## src/rtl/req_enc_pkg.sv

```systemverilog
// rtl/req_enc_pkg.sv - shared constants and helpers for the request encoder
// Purpose: line count, code width, the "no line" code, the request mask and
//          the code-to-one-hot mapping shared with the 3-to-8 decoder.
// Ports:   none (package).
package req_enc_pkg;

   localparam int          N_REQ     = 8;
   localparam int          CODE_W    = 3;
   localparam logic [2:0]  CODE_NONE = 3'd0;
   // Bit 0 is not a line: code 0 is reserved for "no line".
   localparam logic [7:0]  REQ_MASK  = 8'hFE;

   // Same mapping as the decoder, so an emitted code reproduces its line.
   function automatic logic [N_REQ-1:0] code_to_onehot(input logic [CODE_W-1:0] c);
      logic [N_REQ-1:0] v;
      v = '0;
      if (c != CODE_NONE) begin
         v = N_REQ'(1) << c;
      end
      return v;
   endfunction

endpackage

```

## src/rtl/req_encoder_prio_pick.sv

```systemverilog
// rtl/req_encoder_prio_pick.sv - combinational priority pick over pending lines
// Purpose: select one pending line (highest or lowest index) among lines 1..7.
// Ports:   pending  in  8  pending lines (bit 0 ignored)
//          any      out 1  at least one of lines 1..7 pending
//          idx      out 3  selected line index, 0 when none
//          grant_oh out 8  one-hot of the selected line, 0 when none
module prio_pick
   import req_enc_pkg::*;
#(
   parameter bit PRIO_HIGH = 1'b1
) (
   input  logic [N_REQ-1:0]  pending,
   output logic              any,
   output logic [CODE_W-1:0] idx,
   output logic [N_REQ-1:0]  grant_oh
);

   logic [N_REQ-1:0] w_lines;

   assign w_lines = pending & REQ_MASK;
   assign any     = |w_lines;

   // Scan so that the winning line is the last one written.
   always_comb begin
      idx = CODE_NONE;
      if (PRIO_HIGH) begin
         for (int i = 1; i < N_REQ; i++) begin
            if (w_lines[i]) idx = CODE_W'(i);
         end
      end else begin
         for (int i = N_REQ - 1; i >= 1; i--) begin
            if (w_lines[i]) idx = CODE_W'(i);
         end
      end
   end

   assign grant_oh = code_to_onehot(idx);

endmodule

```

## src/rtl/req_encoder.sv

```systemverilog
// rtl/req_encoder.sv - sequential 8-to-3 priority encoder with valid/ready output
// Purpose: capture request lines 1..7 into a sticky pending register and emit
//          the highest-priority pending line as a code, one per handshake.
// Ports:   clk     in  1  clock, rising edge
//          rst     in  1  asynchronous active-low reset
//          req     in  8  request lines (bit 0 ignored)
//          code    out 3  granted line index, 0 when valid=0
//          valid   out 1  code holds a granted request
//          ready   in  1  consumer accepts code when valid=1
//          pending out 8  sticky pending register, bit 0 always 0
module req_encoder
   import req_enc_pkg::*;
#(
   parameter bit PRIO_HIGH = 1'b1
) (
   input  logic              clk,
   input  logic              rst,
   input  logic [N_REQ-1:0]  req,
   output logic [CODE_W-1:0] code,
   output logic              valid,
   input  logic              ready,
   output logic [N_REQ-1:0]  pending
);

   logic [N_REQ-1:0]  r_pending;
   logic [CODE_W-1:0] r_code;
   logic              r_valid;

   logic              w_free;
   logic              w_any;
   logic [CODE_W-1:0] w_idx;
   logic [N_REQ-1:0]  w_grant_oh;
   logic              w_grant;
   logic [N_REQ-1:0]  w_clr;

   // Selection looks only at the registered pending state, never at req.
   prio_pick #(.PRIO_HIGH(PRIO_HIGH)) u_pick (
      .pending  (r_pending),
      .any      (w_any),
      .idx      (w_idx),
      .grant_oh (w_grant_oh)
   );

   assign w_free  = !r_valid || ready;
   assign w_grant = w_free && w_any;
   assign w_clr   = w_grant ? w_grant_oh : '0;

   always_ff @(posedge clk or negedge rst) begin
      if (!rst) begin
         r_pending <= '0;
         r_code    <= CODE_NONE;
         r_valid   <= 1'b0;
      end else begin
         // Set is applied after clear so a re-asserted line stays pending.
         r_pending <= (r_pending & ~w_clr) | (req & REQ_MASK);
         if (w_free) begin
            r_valid <= w_any;
            r_code  <= w_any ? w_idx : CODE_NONE;
         end
      end
   end

   assign code    = r_code;
   assign valid   = r_valid;
   assign pending = r_pending;

endmodule

```

## config.mk

```make
export PLATFORM = sky130hd
export DESIGN_NAME = req_encoder
export DESIGN_NICKNAME = d
export VERILOG_FILES = /design/src/rtl/req_enc_pkg.sv /design/src/rtl/req_encoder_prio_pick.sv /design/src/rtl/req_encoder.sv
export SDC_FILE = /design/constraint.sdc
export NUM_CORES = 1
export LEC_CHECK = 0
export CAP_MARGIN = 20
export CORE_AREA = 2 2 41 43
export DETAILED_ROUTE_END_ITERATION = 10
export DIE_AREA = 0 0 43 45
export HOLD_SLACK_MARGIN = 0.02
export PLACE_DENSITY = 0.8
export SETUP_SLACK_MARGIN = 0.3
export SLEW_MARGIN = 0
export SYNTH_ARGS = -nofsm -noshare
export SYNTH_HDL_FRONTEND = slang
export SYNTH_SLANG_ARGS = --single-unit
```

## constraint.sdc

```tcl
create_clock -name clk -period 1.1 [get_ports clk]
set_clock_uncertainty 0.05 [all_clocks]
set_input_delay 0.275 -clock clk [delete_from_list [all_inputs] [get_ports clk]]
set_output_delay 0.275 -clock clk [all_outputs]
set_load 0.02 [all_outputs]
```

# Word level (Yosys, flattened, before mapping)
# Cells that the tools add are included.
[word_totals]
output_inout_bits = 12
regBits = 12
in_bits = 11
[op_classes]
bitwise_logic = 3
shifts = 1
n_reduce_logical = 5
n_mux = 10
[op_table]
columns = ["op", "n"]
rows = [
  ["$mux 3", 7],
  ["$mux 8", 2],
  ["$and 8x8->8", 1],
  ["$not 8->8", 1],
  ["$or 8x8->8", 1],
  ["$shl 1x3->8 const A", 1],
  ["$reduce_or 7->1", 1],
  ["$reduce_bool 3->1", 1],
  ["$logic_and 1x1->1", 1],
  ["$logic_not 1->1", 1],
  ["$logic_or 1x1->1", 1],
  ["$mux 1", 1],
]

# Depth between registers and ports, before layout
[depth]
depth_word = 13
ltp_mapped = 4
mapped_depth_nobuf = 4

# Cells and area by module
# From an unflattened synthesis, not the netlist that was laid out.
[hier_totals]
cells_unflattened = 62
area_unflattened_um2 = 655.6
[modules_own_cells]
columns = ["module", "cells_per_inst", "instances", "area_each_um2"]
rows = [
  ["req_encoder", 42, 1, 515.5],
  ["prio_pick", 20, 1, 140.1],
]

# Least setup slack after synthesis
# No wires, ideal clock.
[synth_path]
path_kind = "register to register"
from = "register r_pending[7], in the netlist pending[7]"
to = "register r_valid, in the netlist valid"
path_buffers = 0
t_required_ns = 0.911
period_less_slack_ns = 1.319
stages_incl_launch_ff = 4
arrival_ns = 1.130
setup_slack_ns = -0.219
path_cell_list = "dfrtp_1 > nor2_4 > nand3_2 > or4_1"
[synth_via]
elab_chain_cells = 1
[synth_rtl]
columns = ["element", "line", "rtl"]
rows = [
  ["start, declared", "req_encoder.sv:25", "logic [N_REQ-1:0] r_pending;"],
  ["start signal, assigned", "req_encoder.sv:55", "r_pending <= (r_pending & ~w_clr) | (req & REQ_MASK);"],
  ["$reduce_or 7->1", "req_encoder_prio_pick.sv:21", "assign any = |w_lines;"],
  ["end signal, assigned", "req_encoder.sv:57", "r_valid <= w_any;"],
  ["end, declared", "req_encoder.sv:27", "logic r_valid;"],
]
# No other way between the ends.
# A chain may end at the register's enable or synchronous reset.

# Final worst setup path
[layout_path]
from = "input ready"
to = "register r_valid, in the netlist valid"
[layout_via]
elab_chain_cells = 1
[layout_rtl]
columns = ["element", "line", "rtl"]
rows = [
  ["start, declared", "req_encoder.sv:21", "input logic ready,"],
  ["$logic_or 1x1->1", "req_encoder.sv:44", "assign w_free = !r_valid || ready;"],
]
# No other way between the ends.

==> reports/summary.txt <==
====================================================================================
Dominant cell type by area after synthesis                                   dfrtp_1
Top Ports                                                                         23
Initial drt markers                                                                7
GR Util met3                                                                   4.80%
Hold bufs inserted after CTS                                                       0
Post-route fraction of the period consumed by the critical path                 120%
Synthesized netlist cell count                                                    45
Final setup violation count                                                       20
Global-route met1 utilization                                                  18.0%
Total gr overflow                                                                  0
Reg2reg setup slack                                                          -220 ps
Clock Root Buffer                                                           clkbuf_4
Distinct cell type count after synthesis                                          21
Min-delay worst type                                                    input pin to async pin
Unrepaired setup endpoints after global routing                                  yes
Die Outline Area                                                         0.00194 mm2
Starting density of the core                                                   33.1%
R2r endpoint                                                                   valid
Number of buffers on the longest clock path                                        2
Minimum period implied by the final worst setup slack                        1320 ps
Clk_lat worst skew                                                            260 ps
Overall die height                                                             45 um
Number of warnings printed during yosys synthesis                                  0
Final #Nets                                                                      106
Sink Count                                                                        11
Total global routing track utilization                                         16.0%
Clock-pin transition on the worst setup and hold timing paths                  70 ps
EDFF count, synth                                                                  0
Critical Path Sink Type                                                         flop
Core area                                                                0.00147 mm2
Slowest cell on the critical path                                       clkdlybuf4s50_1
Count of final hold-check violations                                               0
Global-route wire length before repair                                       2.19 mm
Crit path max-delay family                                              simple AND/OR/NAND/NOR gates
Part of the Yosys area used for sequential elements                            56.6%
Count of maximum capacitance violations                                            0
Post-route core utilization                                                    70.7%
Footprint of the multi-input gates                                           273 um2
Main area contributors after synthesis                                  dfrtp_1 57%, nand2b_1 6.4%, o21ai_0 4.1%
Clock tree from TritonCTS                                                       done
Leak Pwr                                                                 0.000452 uW
Antenna violations before repair                                                   0
Total negative slack                                                        -1740 ps
Cts bufs inserted                                                                  3
Crit Reg-Reg Startpoint                                                   pending[6]
Number of H-tree levels                                                            1
Number of buffers inserted by port buffering                                      20
Max Clock Freq                                                               756 MHz
Count of buffering cells on the critical path with inverters included              1
List of cells traversed by the critical path                            clkdlybuf4s50_1 -> nand2b_4 -> nand3_2 -> or4_4
Violations in the final reports                                         negative setup slack
WP data required                                                             1190 ps
Share of flip-flops with an asynchronous set or reset after synthesis           100%
#FFs+latches synth                                                                11
Pin count of the biggest net entering global routing                              12
Number of detailed-route iterations in the first pass                              3
Ratio of cells with drive above 1 in the final layout                          66.0%
Flip-flop and latch area                                                     282 um2
Critical Path AT                                                             1410 ps
Post-DRT Antenna Nets                                                              0
Area added between synthesis and finish                                         114%
Number of nets in the synthesized netlist                                         56
X dimension of the die                                                         43 um
Fill cell total of the finished layout                                           112
Vias in the first global route                                                   495
Area of the mapped netlist                                                   487 um2
Layout Cells excl Fill                                                           110
Final estimated routing congestion in global placement                         0.806
Stages on the worst setup path                                                     4
Setup ws final                                                               -223 ps
Detailed-route via count                                                         518
Most repeated cell in the gate-level netlist after synthesis                 dfrtp_1
Busiest layer in global routing                                                 met2
Total wire length after detailed routing                                     1.49 mm
Wire length per cell                                                         13.5 um
Worst reg2reg path depth                                                           4
Total placed cells including tap cells                                            96
Worst path max stage delay                                                    480 ps
Fraction of synthesized cell area taken by the top area cell type              56.6%
Worst setup slack after placement                                            -494 ps
Worst IR Drop VDD                                                         0.000544 V
Total number of placement rows                                                    14
Power per standard cell area                                              849 mW/mm2
Worst Path Max Fanout                                                              3
Number of design rule violations left after detail routing                         0
Ys flop type                                                                 dfrtp_1
Result of the run                                                       finished, violations left
# diodes                                                                           0
Mean Syn Cell Area                                                          10.8 um2
Crit path launch type                                                      input pin
Most common library cells after synthesis                               11 x dfrtp_1, 5 x nand2b_1, 4 x o21ai_0, 3 x nand2_1, 3 x nor2_1
Max-slew violation total from the final report                                     0
Via density per instance                                                        4.71
Post-DP HPWL                                                                  890 um
Met2 track demand over resource                                                29.1%
Critical setup path kind                                                input pin to flop
====================================================================================
==> routing by layer <==
layer  wire [um]  vias up
met5           0        -
met4           0        0
met3          62        0
met2         830       13
met1         593      252
li1            -      253
==> timing repair <==
item,4_1_cts,5_1_grt
pin swaps,6,6
buffers inserted,6,4
gates resized for setup,79,12
setup endpoints to repair,22,22
endpoints found under the hold margin,0,0
==> cell type report <==
cell class	instances	share of cell area, %
repair buffers	46	42.3
flip-flops and latches	11	27.0
multi-input cells	33	26.2
clock buffers	4	2.52
well taps	16	1.92
==> layout by cell type (no fill, tap or decap), drive strengths merged <==
cell type	netlist	routed
buf	1	37
dfrtp	11	11
clkdlybuf4s50	0	9
o21ai	6	6
nand2b	6	6
nor2	5	5
clkbuf	0	4
nand2	3	3
nor2b	2	2
a21o	2	2
a211oi	2	2
nand3	1	1
nor3	1	1
a21oi	1	1
a31oi	1	1
or4	1	1
o21a	1	1
conb	1	1
==> registers in the layout (all words and copies together), names as in the netlist <==
signal	count
valid	1
code	3
pending	7
==> cells by family (layout without fill, tap and decap cells) <==
family / count (synthesis) / in the layout / share of synthesized area, %
AND/OR/NAND/NOR: 19 / 19 / 24.7
AO/OA/AOI/OAI: 13 / 13 / 16.5
flip-flops: 11 / 11 / 56.6
other: 1 / 1 / 0.770
buffers and inverters: 1 / 50 / 1.54
==> how the worst max path moves through the flow <==
stage,from,endpoint
2_1_floorplan,pending[4],valid
3_3_place_gp,ready,pending[1]
3_5_place_dp,ready,pending[1]
4_1_cts,pending[6],valid
5_1_grt,pending[6],valid
6_report,ready,valid
==> where the power goes <==
part           switching, uW  leakage (uW)  internal, uW
logic                   73.1      0.000337           113
clock network            133     0.0000150           140
registers               8.32      0.000100           416
total                    214      0.000452           669
==> per-stage QoR <==
stage,hold WS [ps],power (uW),instance area (um2)
2_1_floorplan,-70.6,481,500
3_5_place_dp,418,570,833
5_1_grt,267,931,1040
6_report,259,883,1040
4_1_cts,263,867,975
3_3_place_gp,410,568,833
Note: power is estimated with default switching activity, not from simulation.
